File: src/rtl/fft_pkg.sv
// Shared definitions for the 4-point FFT/IFFT butterfly stages.
// Holds the default sample width, the stage FSM states, a complex
// sample type, rotation selectors and the common sat/wrap helper.
package fft_pkg;

  localparam int W_DEF = 16;

  // Rotation applied to the difference output of a butterfly
  localparam int ROT_NONE  = 0;
  localparam int ROT_NEG_J = 1;
  localparam int ROT_POS_J = 2;

  typedef enum logic [1:0] {
    LOAD   = 2'd0,
    CALC   = 2'd1,
    UNLOAD = 2'd2
  } fft_state_e;

  typedef struct packed {
    logic signed [W_DEF-1:0] re;
    logic signed [W_DEF-1:0] im;
  } cplx_t;

  // Fit a full-precision value into w signed bits: clamp when sat is set,
  // otherwise two's-complement wrap (drop the bits above w).
  function automatic logic signed [31:0] fit_w(input logic signed [31:0] x,
                                               input int w,
                                               input logic sat);
    logic signed [31:0] hi;
    logic signed [31:0] lo;
    logic signed [31:0] r;
    hi = (32'sd1 <<< (w - 1)) - 32'sd1;
    lo = -(32'sd1 <<< (w - 1));
    if (sat) begin
      r = (x > hi) ? hi : ((x < lo) ? lo : x);
    end else begin
      r = (x <<< (32 - w)) >>> (32 - w);
    end
    return r;
  endfunction

endpackage

File: src/rtl/fft_bfly2.sv
// Combinational radix-2 butterfly: sum = a + b, dif = rot(a - b).
// ROT selects no rotation, -j (forward) or +j (inverse) on the difference.
// Optional macro FFT1_SAT_EN: clamp results instead of wrapping.
module fft_bfly2
  import fft_pkg::*;
#(
  parameter int W   = W_DEF,
  parameter int ROT = ROT_NONE
)
(
  input  logic signed [W-1:0] a_re,
  input  logic signed [W-1:0] a_im,
  input  logic signed [W-1:0] b_re,
  input  logic signed [W-1:0] b_im,
  output logic signed [W-1:0] sum_re,
  output logic signed [W-1:0] sum_im,
  output logic signed [W-1:0] dif_re,
  output logic signed [W-1:0] dif_im
);

`ifdef FFT1_SAT_EN
  localparam logic SAT = 1'b1;
`else
  localparam logic SAT = 1'b0;
`endif

  logic signed [W:0] sum_re_w;
  logic signed [W:0] sum_im_w;
  logic signed [W:0] dif_re_w;
  logic signed [W:0] dif_im_w;

  // Full-precision W+1 sum and difference; rotation is a swap plus negation,
  // realised by choosing the subtraction order so no extra bit is needed.
  always_comb begin
    sum_re_w = {a_re[W-1], a_re} + {b_re[W-1], b_re};
    sum_im_w = {a_im[W-1], a_im} + {b_im[W-1], b_im};
    if (ROT == ROT_NEG_J) begin
      dif_re_w = {a_im[W-1], a_im} - {b_im[W-1], b_im};
      dif_im_w = {b_re[W-1], b_re} - {a_re[W-1], a_re};
    end else if (ROT == ROT_POS_J) begin
      dif_re_w = {b_im[W-1], b_im} - {a_im[W-1], a_im};
      dif_im_w = {a_re[W-1], a_re} - {b_re[W-1], b_re};
    end else begin
      dif_re_w = {a_re[W-1], a_re} - {b_re[W-1], b_re};
      dif_im_w = {a_im[W-1], a_im} - {b_im[W-1], b_im};
    end
  end

  assign sum_re = W'(fit_w(32'(sum_re_w), W, SAT));
  assign sum_im = W'(fit_w(32'(sum_im_w), W, SAT));
  assign dif_re = W'(fit_w(32'(dif_re_w), W, SAT));
  assign dif_im = W'(fit_w(32'(dif_im_w), W, SAT));

endmodule

File: src/rtl/fft_1_stream.sv
// Forward 4-point FFT first stage: buffers four streamed complex samples,
// computes y0=x0+x2, y1=x1+x3, y2=x0-x2, y3=-j(x1-x3) in one cycle, and
// streams the four results out with index and last flag.
// Optional macro FFT1_SAT_EN (in fft_bfly2): saturate instead of wrap.
module fft_1_stream
  import fft_pkg::*;
#(
  parameter int W = W_DEF
)
(
  input  logic                clk,
  input  logic                reset,
  input  logic                in_valid,
  output logic                in_ready,
  input  logic signed [W-1:0] in_re,
  input  logic signed [W-1:0] in_im,
  output logic                out_valid,
  input  logic                out_ready,
  output logic signed [W-1:0] out_re,
  output logic signed [W-1:0] out_im,
  output logic [1:0]          out_idx,
  output logic                out_last
);

  fft_state_e state_q, state_d;
  logic [1:0] cnt_q, cnt_d;
  logic [1:0] k_q, k_d;

  logic [3:0][W-1:0] x_re_q, x_re_d, x_im_q, x_im_d;
  logic [3:0][W-1:0] y_re_q, y_re_d, y_im_q, y_im_d;

  logic signed [W-1:0] y0_re, y0_im, y1_re, y1_im;
  logic signed [W-1:0] y2_re, y2_im, y3_re, y3_im;

  // Even pair x0/x2 gives y0 (sum) and y2 (plain difference)
  fft_bfly2 #(.W(W), .ROT(ROT_NONE)) u_bfly_even (
    .a_re   (x_re_q[0]),
    .a_im   (x_im_q[0]),
    .b_re   (x_re_q[2]),
    .b_im   (x_im_q[2]),
    .sum_re (y0_re),
    .sum_im (y0_im),
    .dif_re (y2_re),
    .dif_im (y2_im)
  );

  // Odd pair x1/x3 gives y1 (sum) and y3 (difference rotated by -j)
  fft_bfly2 #(.W(W), .ROT(ROT_NEG_J)) u_bfly_odd (
    .a_re   (x_re_q[1]),
    .a_im   (x_im_q[1]),
    .b_re   (x_re_q[3]),
    .b_im   (x_im_q[3]),
    .sum_re (y1_re),
    .sum_im (y1_im),
    .dif_re (y3_re),
    .dif_im (y3_im)
  );

  // Next-state, buffer updates and handshake outputs
  always_comb begin
    state_d   = state_q;
    cnt_d     = cnt_q;
    k_d       = k_q;
    x_re_d    = x_re_q;
    x_im_d    = x_im_q;
    y_re_d    = y_re_q;
    y_im_d    = y_im_q;
    in_ready  = 1'b0;
    out_valid = 1'b0;
    unique case (state_q)
      LOAD: begin
        in_ready = 1'b1;
        if (in_valid) begin
          x_re_d[cnt_q] = in_re;
          x_im_d[cnt_q] = in_im;
          cnt_d         = cnt_q + 2'd1;
          if (cnt_q == 2'd3) begin
            state_d = CALC;
          end
        end
      end
      CALC: begin
        y_re_d  = {y3_re, y2_re, y1_re, y0_re};
        y_im_d  = {y3_im, y2_im, y1_im, y0_im};
        k_d     = 2'd0;
        state_d = UNLOAD;
      end
      UNLOAD: begin
        out_valid = 1'b1;
        if (out_ready) begin
          if (k_q == 2'd3) begin
            // k stays at 3 so the last result remains on the output bus
            cnt_d   = 2'd0;
            state_d = LOAD;
          end else begin
            k_d = k_q + 2'd1;
          end
        end
      end
      default: begin
        state_d = LOAD;
      end
    endcase
  end

  // State, counters and sample/result buffers
  always_ff @(posedge clk or posedge reset) begin
    if (reset) begin
      state_q <= LOAD;
      cnt_q   <= '0;
      k_q     <= '0;
      x_re_q  <= '0;
      x_im_q  <= '0;
      y_re_q  <= '0;
      y_im_q  <= '0;
    end else begin
      state_q <= state_d;
      cnt_q   <= cnt_d;
      k_q     <= k_d;
      x_re_q  <= x_re_d;
      x_im_q  <= x_im_d;
      y_re_q  <= y_re_d;
      y_im_q  <= y_im_d;
    end
  end

  assign out_re   = y_re_q[k_q];
  assign out_im   = y_im_q[k_q];
  assign out_idx  = k_q;
  assign out_last = (state_q == UNLOAD) && (k_q == 2'd3);

endmodule
File: config.mk
export PLATFORM = sky130hd
export DESIGN_NAME = fft_1_stream
export DESIGN_NICKNAME = d
export VERILOG_FILES = /design/src/rtl/fft_pkg.sv /design/src/rtl/fft_bfly2.sv /design/src/rtl/fft_1_stream.sv
export SDC_FILE = /design/constraint.sdc
export NUM_CORES = 1
export LEC_CHECK = 0
export ABC_AREA = 1
export BUFFER_PORTS_ARGS = -buffer_cell sky130_fd_sc_hd__buf_2
export CORE_ASPECT_RATIO = 1.5
export CORE_MARGIN = 2
export CORE_UTILIZATION = 50
export CTS_BUF_LIST = sky130_fd_sc_hd__clkbuf_16
export DETAILED_ROUTE_END_ITERATION = 10
export GPL_TIMING_DRIVEN = 0
export PLACE_DENSITY_LB_ADDON = 0.12
export SLEW_MARGIN = 40
export SYNTH_ARGS = -nofsm -noshare
export SYNTH_HDL_FRONTEND = slang
export SYNTH_SLANG_ARGS = --single-unit
File: constraint.sdc
create_clock -name clk -period 14.28 [get_ports clk]
set_clock_uncertainty 0.2 [all_clocks]
set_input_delay 2.856 -clock clk [delete_from_list [all_inputs] [get_ports clk]]
set_output_delay 2.856 -clock clk [all_outputs]
set_load 0.02 [all_outputs]
# Yosys cells after proc, flatten, opt, wreduce, memory -nomap -nowiden
# Cells that the tools add are included.
# W data, S select, Z words.
[word_totals]
elab_cells = 70
regBits = 262
output_inout_bits = 37
[classes]
addsub = 10
magnitude_cmp = 3
eq_ne = 9
reduce_logical = 9
mux = 20
[op_table]
columns = ["operator", "n"]
rows = [
  ["$bwmux W64", 2],
  ["$add A16 B16 Y16", 4],
  ["$bmux W16 S2", 2],
  ["$sub A16 B16 Y16", 4],
  ["$mux W16", 3],
  ["$demux W16 S2", 1],
  ["$mux W2", 7],
  ["$ne A2 B2 Y1 const B", 5],
  ["$pmux W2 S2", 2],
  ["$reduce_and A4 Y1", 2],
  ["$eq A2 B2 Y1 const B", 3],
  ["$lt A2 B3 Y1 const B", 2],
  ["$pmux W2 S3", 1],
  ["$add A2 B1 Y2 const B", 2],
  ["$reduce_bool A2 Y1", 2],
  ["$reduce_and A3 Y1", 1],
  ["$eq A2 B1 Y1 const B", 1],
  ["$ge A2 B1 Y1 const B", 1],
  ["$logic_and A1 B1 Y1", 2],
  ["$logic_not A2 Y1", 1],
  ["$mux W1", 2],
  ["$reduce_and A2 Y1", 1],
]

# Longest topological paths before layout
[logic_depth]
word_depth = 5
ltp_mapped = 13

# Hierarchy
# Synthesis repeated with hierarchy kept, for this count alone.
[hier_totals]
hier_cells = 2395
area_unflattened_um2 = 18560.3
[modules_own_cells]
columns = ["mod", "area_per_inst_um2", "cells_per_inst", "n_inst"]
rows = [
  ["fft_1_stream", 10995.5, 953, 1],
  ["fft_bfly2 (u_bfly_odd)", 3799.9, 721, 1],
  ["fft_bfly2 (u_bfly_even)", 3764.9, 721, 1],
]

# Worst setup path before layout
# OpenSTA, ideal clock, no wires.
[synth_timing]
kind = "reg-to-output"
startpoint = "reg k_q[0] (netlist: out_idx[0])"
endpoint = "out out_im[0]"
setup_slack_ns = 9.813
t_arrival_ns = 1.411
required_ns = 11.224
path_stages_with_launch = 5
path_buffers = 2
path_cell_list = "dfrtp_1 buf_2 clkbuf_1 nand2_1 o211ai_1"
[synth_between]
elab_chain_cells = 2
[synth_rtl]
columns = ["element", "line", "rtl"]
rows = [
  ["start: declaration", "fft_1_stream.sv:27", "logic [1:0] k_q, k_d;"],
  ["start signal: assignment", "fft_1_stream.sv:119", "k_q <= k_d;"],
  ["$bmux W16 S2", "fft_1_stream.sv:128", "assign out_im = y_im_q[k_q];"],
  ["$mux W16 (implied by the code)", "fft_1_stream.sv:128", ""],
  ["end: declaration", "fft_1_stream.sv:20", "output logic signed [W-1:0] out_im,"],
]
# No other way between the ends. The select of a mux whose other input is x is not followed.

# Worst setup path in the final report
[layout_timing]
startpoint = "reg k_q[0] (netlist: out_idx[0])"
endpoint = "out out_re[14]"
[layout_between]
elab_chain_cells = 2
[layout_rtl]
columns = ["element", "line", "rtl"]
rows = [
  ["$bmux W16 S2", "fft_1_stream.sv:127", "assign out_re = y_re_q[k_q];"],
  ["$mux W16 (implied by the code)", "fft_1_stream.sv:127", ""],
  ["end: declaration", "fft_1_stream.sv:19", "output logic signed [W-1:0] out_re,"],
]
# No other way between the ends. The select of a mux whose other input is x is not followed.

==> PnR_summary.wiki <==
{| class="wikitable"
! Metric !! Value
|-
| Outcome || finished clean
|-
| Buffer cell driving the clock tree root || clkbuf_16
|-
| First-pass iteration count of the detailed router || 6
|-
| Count of antenna diodes in the layout || 0
|-
| RR Endpoint || y_re_q[30]
|-
| Die width || 157 um
|-
| Depth of the CTS H-tree || 1
|-
| Number of filler instances in the final layout || 3465
|-
| Synth warnings || 0
|-
| Clock tree from TritonCTS || yes
|-
| Maximum number of pins on one net before global-route repair || 81
|-
| Synth async-reset ratio || 1.00
|-
| Crit Reg-Reg Startpoint || x_re_q[16]
|-
| Number of hold buffers added after cts || 0
|-
| Aggregate routed wire length || 64.6 mm
|-
| Max Cap Viol || 0
|-
| Setup total negative slack || 0 ps
|-
| Standard-cell rows || 84
|-
| Worst-case reg-to-reg path depth || 11
|-
| Final RePlAce weighted congestion || 0.949
|-
| Worst setup path endpoint || out_re[14]
|-
| Yosys reg bits || 258
|-
| Nets || 2833
|-
| Worst hold margin || 275 ps
|-
| Clock Latency Late Sink || 570 ps
|-
| Per-cell via count in the routed design || 5.40
|-
| Total via count in the routed design || 17100
|-
| Class of the tightest hold or removal check || register to register
|-
| GRT Util Overall || 0.357
|-
| Top Ports || 73
|-
| Power consumption || 5.49 mW
|-
| Vias in the first global route || 16400
|-
| Clock slew seen by the registers of the worst setup and hold paths || 60 ps
|-
| Number of design-rule violations left by the first detailed-router iteration || 1262
|-
| Post-Syn Nets || 2728
|-
| VDD IR max || 0.000165 V
|-
| ANT nets after route || 0
|-
| Area growth from synthesis to final layout || 11.2%
|-
| Total power density per cell area || 282 mW/mm^2
|-
| Number of instances in the synthesized netlist || 2559
|-
| Wire length of the first global-routing pass || 96.6 mm
|-
| Unrepaired setup endpoints after global routing || false
|-
| Highest-count cells in the layout ignoring fill and taps || nand2_1, inv_1, dfrtp_1
|-
| Commonest non-fill, non-tap cell in the layout || nand2_1
|-
| FMAX || 175 MHz
|-
| Number of enable-type register cells in the synthesized netlist || 0
|-
| Effective utilization at floorplan || 0.504
|-
| Floorplan core area || 0.0348 mm^2
|-
| Detailed placer's ending HPWL || 51.5 mm
|-
| Largest buffer count on any clock path || 3
|-
| Worst slew slack as a fraction of its limit || 0.413
|-
| CP Data Required Time || 11220 ps
|-
| Height of the die || 233 um
|-
| Post-synthesis area per instance || 6.85 um^2
|-
| Sequential element share of the synthesized area || 0.369
|-
| Capturing element type of the critical path || output port
|-
| Maximum fanout along the worst path || 10
|-
| Number of max-slew violations in the final report || 0
|-
| Timing startpoint of the critical path || out_idx[0]
|-
| Static leakage || 10.9 nW
|-
| Final period demand of the worst path || 5710 ps
|-
| Total grt overflow || 0
|-
| Die area || 0.0366 mm^2
|-
| Routed length per placed instance || 20.5 um
|-
| Initial antenna violation count || 0
|-
| Flop2flop setup slack || 11830 ps
|-
| Number of buffers created by CTS || 28
|-
| DR DRC count || 0
|-
| Port-buffer cells || 72
|-
| Final Hold Viols || 0
|-
| Total number of clock tree sinks || 258
|-
| Gates resized, CTS repair || 0
|-
| Fraction of final layout cells sized beyond drive strength 1 || 0.0801
|-
| Prevailing post-synth register cell || dfrtp_1
|-
| Critical setup path kind || register to output port
|-
| Endpoint arrival time on the critical path || 2650 ps
|-
| Total standard cell area after synthesis || 0.0175 mm^2
|-
| Nature of the critical path startpoint || register
|-
| Setup-failing EPs final || 0
|-
| Post-CTS Setup Bufs || 0
|-
| Pin slew with the least headroom to its limit || 881 ps
|-
| Count of cell types in the netlist || 39
|-
| Post-route fraction of the period consumed by the critical path || 0.400
|}
[per-layer routing]
| layer | share of wire | GRT usage |
|---|---|---|
| met3 | 0.048 | 0.0388 |
| met5 | 0 | 0 |
| met1 | 0.37 | 0.390 |
| met4 | 0.093 | 0.275 |
| met2 | 0.49 | 0.629 |
[cell type report]
| cell class | count | area, um^2 | area share |
|---|---|---|---|
| multi-input cells | 1840 | 9200 | 0.472 |
| plain buffers | 103 | 520 | 0.0267 |
| clock buffers | 29 | 726 | 0.0372 |
| flip-flops and latches | 258 | 6460 | 0.331 |
| inverters | 358 | 1350 | 0.0693 |
| repair buffers | 75 | 443 | 0.0227 |
| well taps | 473 | 592 | 0.0304 |
| clock inverters | 21 | 199 | 0.0102 |
[stage by stage]
stage,util,worst slack (ps),cell area [um^2],cells
floorplan,-,4130,17500,2559
global placement,0.531,1290,18500,3104
detailed placement,0.534,9240,18600,3107
CTS,0.560,8620,19500,3157
global route,0.560,8550,19500,3157
finish,0.560,8570,19500,3157
[cells in the mapped netlist (all sizes together) (12+ instances only)]
master | count | share of area
and2 | 13 | 0.0052
dfrtp | 258 | 0.37
ha | 125 | 0.089
buf | 70 | 0.022
xor2 | 14 | 0.0070
o21bai | 12 | 0.0051
inv | 357 | 0.076
nor3 | 14 | 0.0046
clkbuf | 33 | 0.0074
a21oi | 86 | 0.025
o21ai | 243 | 0.069
nand2 | 872 | 0.19
nand4 | 17 | 0.0061
o22ai | 31 | 0.011
nor2 | 188 | 0.041
nand3 | 197 | 0.057
[power breakdown]
group / switching (mW) / internal, mW
clock network: 0.321 / 0.423
logic: 2.34 / 1.06
registers: 0.293 / 1.05
total: 2.95 / 2.54
[logic make-up (layout without fill, tap and decap cells)]
group	Yosys count	in the layout	share of synthesized area
AOI/OAI and AO/OA	379	379	0.113
xor gates and xnor gates	17	17	0.00850
adders and majority gates	133	133	0.0984
buffers and inverters	461	586	0.106
DFF	258	258	0.369
and+or+nand+nor	1311	1311	0.305
[registers in the layout, summed over array words and instances (netlist names)]
signal and count:
cnt_q 2, out_idx 2, state_q 2, x_im_q 64
x_re_q 64, y_im_q 61, y_re_q 63
[critical path: stages, from the launching register on]
cell	delay (ps)
dfrtp_1	410
buf_2	270
clkbuf_1	450
o21ai_0	240
o22ai_1	440
buf_2	250
[worst min-delay path by stage]
stage	start	endpoint	slack [ps]	cells past startpoint
2_1_floorplan	y_im_q[17]	y_im_q[17]	240	2
3_3_place_gp	y_im_q[17]	y_im_q[17]	250	2
3_5_place_dp	y_im_q[17]	y_im_q[17]	250	2
4_1_cts	y_im_q[17]	y_im_q[17]	270	2
5_1_grt	y_im_q[44]	y_im_q[44]	290	2
6_report	y_im_q[17]	y_im_q[17]	270	2
No activity file was read; power rests on OpenSTA's default activity.
